--- config.mk ---
export PLATFORM = sky130hd
export DESIGN_NAME = wall_probe_flat
export DESIGN_NICKNAME = d
export VERILOG_FILES = /design/src/rtl/wall_probe_pkg.sv /design/src/rtl/wall_probe_if.sv /design/src/rtl/wall_probe_probe_coord_gen.sv /design/src/rtl/wall_probe.sv /design/src/flat_wrapper.sv
export SDC_FILE = /design/constraint.sdc
export NUM_CORES = 1
export LEC_CHECK = 0
export BUFFER_PORTS_ARGS = -buffer_cell sky130_fd_sc_hd__clkbuf_2
export CAP_MARGIN = 10
export CORE_MARGIN = 2
export CORE_UTILIZATION = 30
export DETAILED_ROUTE_END_ITERATION = 7
export PLACE_DENSITY_LB_ADDON = 0.08
export SYNTH_ARGS = -nofsm -noshare
export SYNTH_HDL_FRONTEND = slang
export SYNTH_HIERARCHICAL = 1
export SYNTH_SLANG_ARGS = --single-unit
--- constraint.sdc ---
create_clock -name Clk -period 5.9 [get_ports Clk]
set_input_delay 1.18 -clock Clk [delete_from_list [all_inputs] [get_ports Clk]]
set_output_delay 1.18 -clock Clk [all_outputs]
set_load 0.005 [all_outputs]
--- src/rtl/wall_probe_pkg.sv ---
`default_nettype none
// ============================================================================
//  Module      : wall_probe_pkg
//  Description : Shared constants, state codes and edge type for wall_probe.
//  Revision    : 1.0 - initial release
// ============================================================================
package wall_probe_pkg;

    localparam int SCREEN_W = 640;
    localparam int SCREEN_H = 480;
    localparam int MAX_X    = 639;
    localparam int MAX_Y    = 479;
    localparam int COORD_W  = 10;
    localparam int K_W      = 3;

    localparam logic [2:0] ST_IDLE   = 3'd0;
    localparam logic [2:0] ST_SCAN_L = 3'd1;
    localparam logic [2:0] ST_SCAN_R = 3'd2;
    localparam logic [2:0] ST_SCAN_U = 3'd3;
    localparam logic [2:0] ST_SCAN_D = 3'd4;

    typedef enum logic [1:0] {
        EDGE_L = 2'd0,
        EDGE_R = 2'd1,
        EDGE_U = 2'd2,
        EDGE_D = 2'd3
    } edge_e;

    // Clamp a signed coordinate into 0..max_v.
    function automatic logic [COORD_W-1:0] sat_coord(input logic signed [11:0] v,
                                                     input logic signed [11:0] max_v);
        logic [COORD_W-1:0] r;
        if (v < 12'sd0)
            r = '0;
        else if (v > max_v)
            r = max_v[COORD_W-1:0];
        else
            r = v[COORD_W-1:0];
        return r;
    endfunction

endpackage
`default_nettype wire

--- src/rtl/wall_probe_if.sv ---
`default_nettype none
// ============================================================================
//  Module      : wall_probe_if
//  Description : Request/result and map-query signals of the wall prober.
//  Revision    : 1.0 - initial release
// ============================================================================
interface wall_probe_if;
    import wall_probe_pkg::*;

    logic               start;
    logic [COORD_W-1:0] Pos_X;
    logic [COORD_W-1:0] Pos_Y;
    logic [COORD_W-1:0] Probe_X;
    logic [COORD_W-1:0] Probe_Y;
    logic               Probe_is_Wall;
    logic               busy;
    logic               done;
    logic               Block_L;
    logic               Block_R;
    logic               Block_U;
    logic               Block_D;

    modport master (
        output start, Pos_X, Pos_Y, Probe_is_Wall,
        input  Probe_X, Probe_Y, busy, done, Block_L, Block_R, Block_U, Block_D
    );

    modport slave (
        input  start, Pos_X, Pos_Y, Probe_is_Wall,
        output Probe_X, Probe_Y, busy, done, Block_L, Block_R, Block_U, Block_D
    );
endinterface
`default_nettype wire

--- src/rtl/wall_probe_probe_coord_gen.sv ---
`default_nettype none
// ============================================================================
//  Module      : probe_coord_gen
//  Description : Saturated probe coordinate for a given edge and probe index.
//  Revision    : 1.0 - initial release
// ============================================================================
module probe_coord_gen
    import wall_probe_pkg::*;
#(
    parameter int SPRITE_W = 20,
    parameter int SPRITE_H = 30,
    parameter int N_PROBE  = 4
) (
    input  logic [COORD_W-1:0] i_pos_x,
    input  logic [COORD_W-1:0] i_pos_y,
    input  edge_e              i_edge,
    input  logic [K_W-1:0]     i_k,
    output logic [COORD_W-1:0] o_probe_x,
    output logic [COORD_W-1:0] o_probe_y
);
    localparam int STEP_W = (SPRITE_W - 1) / (N_PROBE - 1);
    localparam int STEP_H = (SPRITE_H - 1) / (N_PROBE - 1);

    logic               w_last;
    logic signed [11:0] w_base_x;
    logic signed [11:0] w_base_y;
    logic signed [11:0] w_off_w;
    logic signed [11:0] w_off_h;
    logic signed [11:0] w_x;
    logic signed [11:0] w_y;

    // One guard bit above the 11-bit signed range keeps far-right/bottom sums from wrapping.
    assign w_base_x = $signed({2'b00, i_pos_x});
    assign w_base_y = $signed({2'b00, i_pos_y});
    assign w_last   = (i_k == K_W'(N_PROBE - 1));
    assign w_off_w  = w_last ? 12'(SPRITE_W - 1) : 12'(32'(i_k) * STEP_W);
    assign w_off_h  = w_last ? 12'(SPRITE_H - 1) : 12'(32'(i_k) * STEP_H);

    always_comb begin
        w_x = w_base_x;
        w_y = w_base_y;
        case (i_edge)
            EDGE_L: begin w_x = w_base_x - 12'sd1;          w_y = w_base_y + w_off_h; end
            EDGE_R: begin w_x = w_base_x + 12'(SPRITE_W);   w_y = w_base_y + w_off_h; end
            EDGE_U: begin w_x = w_base_x + w_off_w;         w_y = w_base_y - 12'sd1;  end
            EDGE_D: begin w_x = w_base_x + w_off_w;         w_y = w_base_y + 12'(SPRITE_H); end
            default: begin w_x = w_base_x;                  w_y = w_base_y;           end
        endcase
    end

    assign o_probe_x = sat_coord(w_x, 12'(MAX_X));
    assign o_probe_y = sat_coord(w_y, 12'(MAX_Y));

endmodule
`default_nettype wire

--- src/rtl/wall_probe.sv ---
`default_nettype none
// ============================================================================
//  Module      : wall_probe
//  Description : Per-frame edge prober producing left/right/up/down blocked flags.
//  Revision    : 1.0 - initial release
// ============================================================================
module wall_probe
    import wall_probe_pkg::*;
#(
    parameter int SPRITE_W = 20,
    parameter int SPRITE_H = 30,
    parameter int N_PROBE  = 4
) (
    input  logic         Clk,
    input  logic         Reset_n,
    wall_probe_if.slave  bus
);
    logic [2:0]         r_state_q,   w_state_d;
    logic [K_W-1:0]     r_k_q,       w_k_d;
    logic [COORD_W-1:0] r_pos_x_q,   w_pos_x_d;
    logic [COORD_W-1:0] r_pos_y_q,   w_pos_y_d;
    logic [3:0]         r_shadow_q,  w_shadow_d;
    logic [3:0]         r_block_q,   w_block_d;
    logic [COORD_W-1:0] r_probe_x_q, w_probe_x_d;
    logic [COORD_W-1:0] r_probe_y_q, w_probe_y_d;
    logic               r_done_q,    w_done_d;

    edge_e              w_cur_edge;
    edge_e              w_gen_edge;
    logic               w_last_k;
    logic [K_W-1:0]     w_gen_k;
    logic [COORD_W-1:0] w_gen_x, w_gen_y;
    logic [COORD_W-1:0] w_gen_px, w_gen_py;

    always_comb begin
        case (r_state_q)
            ST_SCAN_R: w_cur_edge = EDGE_R;
            ST_SCAN_U: w_cur_edge = EDGE_U;
            ST_SCAN_D: w_cur_edge = EDGE_D;
            default:   w_cur_edge = EDGE_L;
        endcase
    end

    assign w_last_k = (r_k_q == K_W'(N_PROBE - 1));

    // The generator always looks one probe ahead so the coordinate is registered in time.
    always_comb begin
        w_gen_x    = r_pos_x_q;
        w_gen_y    = r_pos_y_q;
        w_gen_edge = w_cur_edge;
        w_gen_k    = r_k_q + K_W'(1);
        if (r_state_q == ST_IDLE) begin
            w_gen_x    = bus.Pos_X;
            w_gen_y    = bus.Pos_Y;
            w_gen_edge = EDGE_L;
            w_gen_k    = '0;
        end else if (w_last_k) begin
            w_gen_edge = edge_e'(w_cur_edge + 2'd1);
            w_gen_k    = '0;
        end
    end

    probe_coord_gen #(
        .SPRITE_W (SPRITE_W),
        .SPRITE_H (SPRITE_H),
        .N_PROBE  (N_PROBE)
    ) u_coord_gen (
        .i_pos_x   (w_gen_x),
        .i_pos_y   (w_gen_y),
        .i_edge    (w_gen_edge),
        .i_k       (w_gen_k),
        .o_probe_x (w_gen_px),
        .o_probe_y (w_gen_py)
    );

    always_comb begin
        w_state_d   = r_state_q;
        w_k_d       = r_k_q;
        w_pos_x_d   = r_pos_x_q;
        w_pos_y_d   = r_pos_y_q;
        w_shadow_d  = r_shadow_q;
        w_block_d   = r_block_q;
        w_probe_x_d = r_probe_x_q;
        w_probe_y_d = r_probe_y_q;
        w_done_d    = 1'b0;
        case (r_state_q)
            ST_IDLE: begin
                if (bus.start) begin
                    w_state_d   = ST_SCAN_L;
                    w_pos_x_d   = bus.Pos_X;
                    w_pos_y_d   = bus.Pos_Y;
                    w_shadow_d  = '0;
                    w_k_d       = '0;
                    w_probe_x_d = w_gen_px;
                    w_probe_y_d = w_gen_py;
                end
            end
            ST_SCAN_L, ST_SCAN_R, ST_SCAN_U, ST_SCAN_D: begin
                w_shadow_d[w_cur_edge] = r_shadow_q[w_cur_edge] | bus.Probe_is_Wall;
                w_k_d = w_last_k ? '0 : r_k_q + K_W'(1);
                if (w_last_k && r_state_q == ST_SCAN_D) begin
                    w_state_d = ST_IDLE;
                    w_block_d = w_shadow_d;
                    w_done_d  = 1'b1;
                end else begin
                    if (w_last_k)
                        w_state_d = r_state_q + 3'd1;
                    w_probe_x_d = w_gen_px;
                    w_probe_y_d = w_gen_py;
                end
            end
            default: w_state_d = ST_IDLE;
        endcase
    end

    always_ff @(posedge Clk or negedge Reset_n) begin
        if (!Reset_n) begin
            r_state_q   <= ST_IDLE;
            r_k_q       <= '0;
            r_pos_x_q   <= '0;
            r_pos_y_q   <= '0;
            r_shadow_q  <= '0;
            r_block_q   <= '0;
            r_probe_x_q <= '0;
            r_probe_y_q <= '0;
            r_done_q    <= 1'b0;
        end else begin
            r_state_q   <= w_state_d;
            r_k_q       <= w_k_d;
            r_pos_x_q   <= w_pos_x_d;
            r_pos_y_q   <= w_pos_y_d;
            r_shadow_q  <= w_shadow_d;
            r_block_q   <= w_block_d;
            r_probe_x_q <= w_probe_x_d;
            r_probe_y_q <= w_probe_y_d;
            r_done_q    <= w_done_d;
        end
    end

    assign bus.Probe_X = r_probe_x_q;
    assign bus.Probe_Y = r_probe_y_q;
    assign bus.busy    = (r_state_q != ST_IDLE);
    assign bus.done    = r_done_q;
    assign bus.Block_L = r_block_q[0];
    assign bus.Block_R = r_block_q[1];
    assign bus.Block_U = r_block_q[2];
    assign bus.Block_D = r_block_q[3];

endmodule
`default_nettype wire

--- src/flat_wrapper.sv ---
// flat-port wrapper written by rule: the top's interface ports become plain ports
module wall_probe_flat import wall_probe_pkg::*;
#(
    parameter int SPRITE_W = 20,
    parameter int SPRITE_H = 30,
    parameter int N_PROBE  = 4
)
  (Clk, Reset_n, bus_start, bus_Pos_X, bus_Pos_Y, bus_Probe_is_Wall, bus_Probe_X, bus_Probe_Y, bus_busy, bus_done, bus_Block_L, bus_Block_R, bus_Block_U, bus_Block_D);
  wall_probe_if bus_i ();
  input  logic Clk;
  input  logic Reset_n;
  input wire logic [$bits(bus_i.start)-1:0] bus_start;
  input wire logic [$bits(bus_i.Pos_X)-1:0] bus_Pos_X;
  input wire logic [$bits(bus_i.Pos_Y)-1:0] bus_Pos_Y;
  input wire logic [$bits(bus_i.Probe_is_Wall)-1:0] bus_Probe_is_Wall;
  output wire logic [$bits(bus_i.Probe_X)-1:0] bus_Probe_X;
  output wire logic [$bits(bus_i.Probe_Y)-1:0] bus_Probe_Y;
  output wire logic [$bits(bus_i.busy)-1:0] bus_busy;
  output wire logic [$bits(bus_i.done)-1:0] bus_done;
  output wire logic [$bits(bus_i.Block_L)-1:0] bus_Block_L;
  output wire logic [$bits(bus_i.Block_R)-1:0] bus_Block_R;
  output wire logic [$bits(bus_i.Block_U)-1:0] bus_Block_U;
  output wire logic [$bits(bus_i.Block_D)-1:0] bus_Block_D;
  assign bus_i.start = bus_start;
  assign bus_i.Pos_X = bus_Pos_X;
  assign bus_i.Pos_Y = bus_Pos_Y;
  assign bus_i.Probe_is_Wall = bus_Probe_is_Wall;
  assign bus_Probe_X = bus_i.Probe_X;
  assign bus_Probe_Y = bus_i.Probe_Y;
  assign bus_busy = bus_i.busy;
  assign bus_done = bus_i.done;
  assign bus_Block_L = bus_i.Block_L;
  assign bus_Block_R = bus_i.Block_R;
  assign bus_Block_U = bus_i.Block_U;
  assign bus_Block_D = bus_i.Block_D;
  wall_probe #(.SPRITE_W(SPRITE_W), .SPRITE_H(SPRITE_H), .N_PROBE(N_PROBE)) u_core (.Clk(Clk), .Reset_n(Reset_n), .bus(bus_i));
endmodule
==> summary.md, run 1 <==
| Metric | Value |
|---|---|
| Synth Cell Area | `0.00457 mm²` |
| CTS tree | `done` |
| Status | `completed` |
| Slowest cell on the critical path | `ha_1` |
| Number of port buffers | `49` |
| Cell Pwr Density | `648 mW/mm²` |
| Final setup TNS | `0 ns` |
| Worst Clk Skew | `0.00573 ns` |
| Leak Pwr | `2.36 nW` |
| Clk root buf | `clkbuf_16` |
| Slew margin rel. | `0.390` |
| CP Cell Sequence | `inv_1, ha_1, nor2b_1, inv_2, and3_1, ha_1, nand2b_1, inv_1, ha_1, fa_1, a211oi_2, nor2_1, o311a_1, nor3_1, o22ai_1, a21oi_2, a21oi_1, mux2_4` |
| #FFs+latches synth | `55` |
| Postcts setup bufs | `0` |
| Number of fillers in the final layout | `roughly 1600` |
| Initial DRC Count | `176` |
| Category of the worst setup path launch point | `flop` |
| Wire per inst | `about 16 µm` |
| Layout cells sized above 1 | `0.234` |
| Final net count | `605` |
| EDFF count, synth | `0` |
| Register area share after synthesis | `0.301` |
| Crit path kind | `reg2reg` |
| Cell count after synthesis | `511` |
| Post-route clock period utilization | `0.820` |
| DRT Pass-1 Iters | `4` |
| Reg-to-Reg Start | `u_core/r_state_q[0]$_DFFE_PN0P_` |
| MaxCap Viol Count | `0` |
| CP arrival | `a little over 5 ns` |
| Critical path buffers and inverters | `3` |
| Tot Pwr | `between 3 and 4 mW` |
| Initial Util | `0.304` |
| Yosys warnings | `6` |
| Most used DFF post-synth | `dfrtp_1` |
| Asr flop ratio synth | `1.00` |
| Clock insertion delay at the later pin of the skew report | `0.31 ns` |
| Clock H-tree levels | `2` |
| GRT overflow | `0` |
| Initial antenna violation count | `0` |
| Maximum VDD drop | `0.000165 V` |
| P&R area growth vs syn | `11.8%` |
| HPWL after DPL | `8.74 mm` |
| Die area | `0.0162 mm²` |
| Site Rows | `45` |
| I/O pins | `50` |
| Setup-failing EPs final | `0` |
| Final Hold Viols | `0` |
| Fmax | `0.207 GHz` |
| DIE WIDTH | `127 µm` |
| HP Start | `u_core/r_block_q[3]$_DFFE_PN0P_` |
| Vias/cell | `roughly 5.2` |
| Ant. Diodes | `0` |
| Largest net degree at the start of global routing | `56` |
| RSZ-0062 raised after global routing | `false` |
| Final Wtd Congestion | `0.777` |
| Synth cell types | `between 70 and 80` |
| Routed WL | `11.7 mm` |
| Post-layout min period | `4.84 ns` |
| Hold crit path type | `reg2reg` |
| Crit path from | `u_core/r_state_q[0]$_DFFE_PN0P_` |
| Slew @ Worst Pin | `0.912 ns` |
| Fin. max-slew vios | `0` |
| Global-route wire length before repair | `19.7 mm` |
| WP data required | `6.10 ns` |
| Clk slew on worst S/H paths | `roughly 0.07 ns` |
| GRT Util Overall | `0.153` |
| Num CTS Buffers | `5` |
| Total core area | `0.0150 mm²` |
| DRT antenna net count | `0` |
| CP delay by family, top | `adder cells` |
| CP dominant cell by count | `ha_1` |
| Hold slack | `between 0.4 and 0.5 ns` |
| CP Capture Type | `flop` |
| Hold buffers post-CTS | `0` |
| Cts repair resizes | `0` |
| Syn nets | `566` |
| DRC | `0` |
| Syn_area_per_cell | `8.94 µm²` |
| Number of global-route vias before repair | `between 3000 and 4000` |
| Via Count | `3813` |
| Worst stage delay on the critical path | `0.56 ns` |
| Die height | `127 µm` |
| Maximum clock path buffer count | `2` |
| Clock sink count | `55` |
| CP Max Fanout | `16` |
report_power, final:
part           leakage (nW)  switching [mW]  internal [mW]  total, mW
logic                  1.64            1.30           1.08       2.37
clock network        0.0664           0.158          0.160      0.317
registers             0.650          0.0820          0.539      0.621
total                  2.36            1.54           1.77       3.31
sequential cells by signal (all words and copies together) (netlist names):
signal              count
u_core/bus.done         1
u_core/r_k_q            3
u_core/r_pos_x_q       10
u_core/r_shadow_q       4
u_core/r_block_q        4
u_core/r_state_q        3
u_core/r_pos_y_q       10
u_core/bus.Probe_X     10
u_core/bus.Probe_Y     10
worst paths after layout:
kind / cells past startpoint / slack (ns) / to
min in group asynchronous: 2 / 1.02 / u_core/bus.Probe_Y[1]$_DFFE_PN0P_
max: 18 / 1.06 / u_core/bus.Probe_X[4]$_DFFE_PN0P_
min reg2reg: 2 / 0.47 / u_core/r_block_q[3]$_DFFE_PN0P_
max reg2reg: 18 / 1.06 / u_core/bus.Probe_X[4]$_DFFE_PN0P_
max in group asynchronous: 2 / 4.39 / u_core/r_state_q[2]$_DFFE_PN0P_
min: 2 / 0.47 / u_core/r_block_q[3]$_DFFE_PN0P_
stage by stage:
step,cells,utilization,area [µm²],setup slack (ns)
after floorplan,511,-,4570,1.75
after global placement,731,0.330,4960,1.22
after detailed placement,731,0.330,4960,1.07
after CTS,739,0.340,5110,1.05
after global routing,739,0.340,5110,0.592
final,739,0.340,5110,1.06
cell usage in the layout, fill, tap and decap left out, drive strengths merged, types with 5 or more instances in the layout:
cell / count
nand2: 84
dfrtp: 55
clkbuf: 54
mux2: 41
o21ai: 32
ha: 29
a21oi: 29
nor2: 27
inv: 21
nor3: 17
xnor2: 10
nand3: 10
nand2b: 8
xor2: 8
a211oi: 8
o22ai: 8
buf: 7
nor2b: 7
mux2i: 6
a21o: 5
or3: 5
a31oi: 5
nor3b: 5
routing by layer:
metal	up-vias	wire length (µm)	track usage
met5	-	0	0
met2	62	5140	0.231
met1	1837	6000	0.222
met3	10	432	0.0302
met4	0	164	0.0420
li1	1904	-	-
tightest hold or removal path, cell delays in order (launching register included):
cell	delay (ns)
dfrtp_1	0.35
nand2_1	0.05
nand2_1	0.05
Yosys cell counts (5+ instances only):
| master | number | area [µm²] |
|---|---|---|
| nand2_1 | 84 | 315 |
| dfrtp_1 | 55 | 1380 |
| o21ai_0 | 30 | 150 |
| ha_1 | 29 | 363 |
| a21oi_1 | 27 | 135 |
| nor2_1 | 26 | 97.6 |
| mux2_4 | 21 | 315 |
| mux2_2 | 20 | 225 |
| inv_1 | 18 | 67.6 |
| nor3_1 | 13 | 65.1 |
| nand3_1 | 10 | 50.1 |
| xnor2_1 | 10 | 87.6 |
| clkbuf_1 | 8 | 30.0 |
| nand2b_1 | 8 | 50.1 |
| o22ai_1 | 8 | 50.1 |
| xor2_1 | 8 | 70.1 |
| a211oi_1 | 7 | 52.6 |
| nor2b_1 | 7 | 43.8 |
| mux2i_1 | 6 | 60.1 |
| a21o_1 | 5 | 37.5 |
| a31oi_1 | 5 | 31.3 |
| or3_1 | 5 | 31.3 |
cells by family (layout without fill, tap and decap cells):
| logic type | Yosys count | count (layout) | share of synthesized area |
|---|---|---|---|
| buffers and inverters | 45 | 85 | 0.0510 |
| and+or+nand+nor | 190 | 190 | 0.210 |
| AOI/OAI and AO/OA | 124 | 124 | 0.182 |
| muxes | 47 | 47 | 0.132 |
| adders and majority gates | 31 | 31 | 0.0882 |
| xor gates and xnor gates | 18 | 18 | 0.0345 |
| other | 1 | 1 | 0.000821 |
| DFF | 55 | 55 | 0.301 |
cell type report:
cell class / instances / area, µm² / area share
well taps: 188 / 235 / 0.0461
multi-input cells: 411 / 2970 / 0.582
clock inverters: 3 / 23.8 / 0.00465
repair buffers: 56 / 298 / 0.0583
clock buffers: 5 / 125 / 0.0245
flip-flops and latches: 55 / 1380 / 0.269
inverters: 21 / 78.8 / 0.0154
(Power assumes the default switching activity.)
==> run 2: changes to the inputs <==
- ABC_AREA: unset -> 1
- clock period: 5.9 -> 4.38 ns (I/O delays scaled with it)
==> run 2 against run 1 <==
Critical path depth rose by 9. Routed wire length rose by 19%. Highest routed layer unchanged. Non-clock buffer count rose by 10. Clock skew rose by 0.0043 ns. Synthesized cell count rose by 50%. Sequential cell count did not move. Setup slack got worse by 0.53 ns. Design area rose by 9.2%. Final cell count rose by 40%. Area after synthesis rose by 8.0%. Fmax rose by 26%. First-iteration DRC count rose by 27%.
==> summary.md, run 2 <==
| Metric | Value |
|---|---|
| Number of port buffers | `49 (unchanged)` |
| Global-route wire length before repair | `23.7 mm (was 19.7 mm)` |
| Initial Util | `0.308 (was 0.304)` |
| Slew margin rel. | `0.298 (was 0.390)` |
| Routed WL | `13.9 mm (was 11.7 mm)` |
| Final Wtd Congestion | `0.888 (was 0.777)` |
| Synth cell count leaders | `nand2_1, inv_1, nand3_1 (was nand2_1, dfrtp_1, o21ai_0)` |
| Clk slew on worst S/H paths | `0.08 ns (was 0.07 ns)` |
| CP Capture Type | `flop (unchanged)` |
| Via Count | `4890 (was 3813)` |
| GRT overflow | `0 (unchanged)` |
| I/O pins | `50 (unchanged)` |
| CP arrival | `4.04 ns (was 5.04 ns)` |
| Clock insertion delay at the later pin of the skew report | `0.31 ns (about the same)` |
| Wire per inst | `13.5 µm (was 15.9 µm)` |
| Status | `completed (unchanged)` |
| HPWL after DPL | `10.9 mm (was 8.74 mm)` |
| #FFs+latches synth | `55 (unchanged)` |
| Clock H-tree levels | `2 (unchanged)` |
| Hold crit path type | `reg2reg (unchanged)` |
| CP Max Fanout | `6 (was 16)` |
| Most common cell in the netlist | `nand2_1 (unchanged)` |
| Number of global-route vias before repair | `4734 (was 3709)` |
| Register area share after synthesis | `0.279 (was 0.301)` |
| P&R area growth vs syn | `13.1% (was 11.8%)` |
| Num CTS Buffers | `5 (unchanged)` |
| Cell count after synthesis | `768 (was 511)` |
| Category of the worst setup path launch point | `flop (unchanged)` |
| Fin. max-slew vios | `0 (unchanged)` |
| Yosys warnings | `6 (unchanged)` |
| Crit path kind | `reg2reg (unchanged)` |
| Post-layout min period | `3.85 ns (was 4.84 ns)` |
| Most used DFF post-synth | `dfrtp_1 (unchanged)` |
| DRT Pass-1 Iters | `5 (was 4)` |
| Slew @ Worst Pin | `1.05 ns (was 0.912 ns)` |
| Largest cells by area after synthesis | `dfrtp_1, nand2_1, nand3_1 (was dfrtp_1, ha_1, mux2_4)` |
| CTS tree | `done (unchanged)` |
| Maximum clock path buffer count | `2 (unchanged)` |
| Top-area cell type share of the netlist area | `0.279 (was 0.301)` |
| Synth cell types | `41 (was 78)` |
| Post-synth top area cell | `dfrtp_1 (unchanged)` |
| Vias/cell | `4.73 (was 5.16)` |
| GRT Util Overall | `0.167 (was 0.153)` |
| Synth Cell Area | `0.00493 mm² (was 0.00457 mm²)` |
| RSZ-0062 raised after global routing | `false (unchanged)` |
| WP data required | `4.57 ns (was 6.10 ns)` |
| Most frequent cells in the layout | `nand2_1, inv_1, nand3_1 (was nand2_1, dfrtp_1, clkbuf_2)` |
| Clock sink count | `55 (unchanged)` |
| Clk root buf | `clkbuf_16 (unchanged)` |
| Fmax | `0.260 GHz (was 0.207 GHz)` |
| MaxCap Viol Count | `0 (unchanged)` |
| Final net count | `872 (was 605)` |
| Setup-failing EPs final | `0 (unchanged)` |
| DIE WIDTH | `132 µm (was 127 µm)` |
| Syn nets | `823 (was 566)` |
| Final Hold Viols | `0 (unchanged)` |
| Asr flop ratio synth | `1.00 (unchanged)` |
| Number of fillers in the final layout | `1806 (was 1579)` |
| DRT antenna net count | `0 (unchanged)` |
| Initial DRC Count | `224 (was 176)` |
| Syn_area_per_cell | `6.42 µm² (was 8.94 µm²)` |
| Postcts setup bufs | `0 (unchanged)` |
| Site Rows | `46 (was 45)` |
| Die area | `0.0175 mm² (was 0.0162 mm²)` |
| DRC | `0 (unchanged)` |
| Final setup TNS | `0 ns (unchanged)` |
| Initial antenna violation count | `0 (unchanged)` |
| Ant. Diodes | `0 (unchanged)` |
| Hold buffers post-CTS | `0 (unchanged)` |
| Layout cells sized above 1 | `0.133 (was 0.234)` |
| Post-route clock period utilization | `0.878 (was 0.820)` |
| EDFF count, synth | `0 (unchanged)` |
| Most common cell after layout, fill and taps aside | `nand2_1 (unchanged)` |
| Largest net degree at the start of global routing | `47 (was 56)` |
| Die height | `132 µm (was 127 µm)` |
| Total core area | `0.0160 mm² (was 0.0150 mm²)` |
| Worst Clk Skew | `0.0101 ns (was 0.00573 ns)` |
| Cts repair resizes | `0 (unchanged)` |
-- run 2: path summary, 6_finish.rpt --
path                                                   startpoint                                end  slack, ns  depth (start not counted)
worst max register to register        u_core/r_k_q[0]$_DFFE_PN0P_  u_core/bus.Probe_Y[3]$_DFFE_PN0P_       0.53                         27
worst min-delay path            u_core/bus.Probe_Y[4]$_DFFE_PN0P_  u_core/bus.Probe_Y[4]$_DFFE_PN0P_       0.47                          2
worst max-delay path                  u_core/r_k_q[0]$_DFFE_PN0P_  u_core/bus.Probe_Y[3]$_DFFE_PN0P_       0.53                         27
min in group asynchronous                                 Reset_n    u_core/r_pos_y_q[7]$_DFFE_PN0P_       0.74                          1
worst min register to register  u_core/bus.Probe_Y[4]$_DFFE_PN0P_  u_core/bus.Probe_Y[4]$_DFFE_PN0P_       0.47                          2
max in group asynchronous                                 Reset_n  u_core/bus.Probe_Y[8]$_DFFE_PN0P_       2.80                          2
-- run 2: cell type report --
class | instances | area (µm²) | share of cell area
Multi-Input combinational cell | 582 | 3000 | 0.538
Sequential cell | 55 | 1380 | 0.247
Inverter | 107 | 404 | 0.0725
Timing Repair Buffer | 66 | 373 | 0.0668
Tap cell | 216 | 270 | 0.0485
Clock buffer | 5 | 125 | 0.0224
Clock inverter | 3 | 27.5 | 0.00493
-- run 2: routing by layer --
metal  vias to the layer above  wire (µm)  GRT usage
li1                       2565          -          -
met1                      2216       6820      0.225
met2                       100       6440      0.282
met3                         9        543     0.0242
met4                         0        118     0.0400
met5                         -          0          0
-- run 2: per-stage QoR --
stage | instances | util | cell area, µm² | setup WS [ns] | hold WS, ns
final | 1034 | 0.349 | 5580 | 0.533 | 0.471
after global placement | 1026 | 0.339 | 5430 | 0.588 | 0.455
after detailed placement | 1026 | 0.339 | 5430 | 0.512 | 0.459
after CTS | 1034 | 0.349 | 5580 | 0.474 | 0.477
after global routing | 1034 | 0.349 | 5580 | 0.0539 | 0.494
after floorplan | 768 | - | 4930 | 1.09 | 0.453
-- run 2: worst max-delay path: stages (launching register included) --
cell and delay (ns):
dfrtp_1 0.41, ha_1 0.22, inv_1 0.07, nor2_1 0.10, inv_1 0.19, nand2_1 0.07, nor2_1 0.18, ha_1 0.24
inv_1 0.05, nor2_1 0.25, or2_2 0.23, ha_1 0.19, inv_1 0.06, fa_1 0.37, inv_1 0.10, nand2_1 0.10
nand3_1 0.11, nand2_1 0.06, nand2_1 0.08, nand2_1 0.06, nand2_1 0.05, nand2_1 0.08, nand3_2 0.13, nand3_1 0.08
nand2_1 0.07, inv_1 0.04, nand3_1 0.06, nand2_1 0.07
-- run 2: cell families after synthesis --
| logic type | Yosys count | synth area share |
|---|---|---|
| AOI/OAI and AO/OA | 123 | 0.140 |
| xor gates and xnor gates | 9 | 0.0160 |
| adders and majority gates | 31 | 0.0817 |
| buffers and inverters | 131 | 0.112 |
| DFF | 55 | 0.279 |
| other | 1 | 0.000760 |
| and+or+nand+nor | 418 | 0.370 |
Power of run 2 is left out: the tool's default activity adds up to more than one toggle a clock period on the data nets, which glitch-free logic cannot reach.
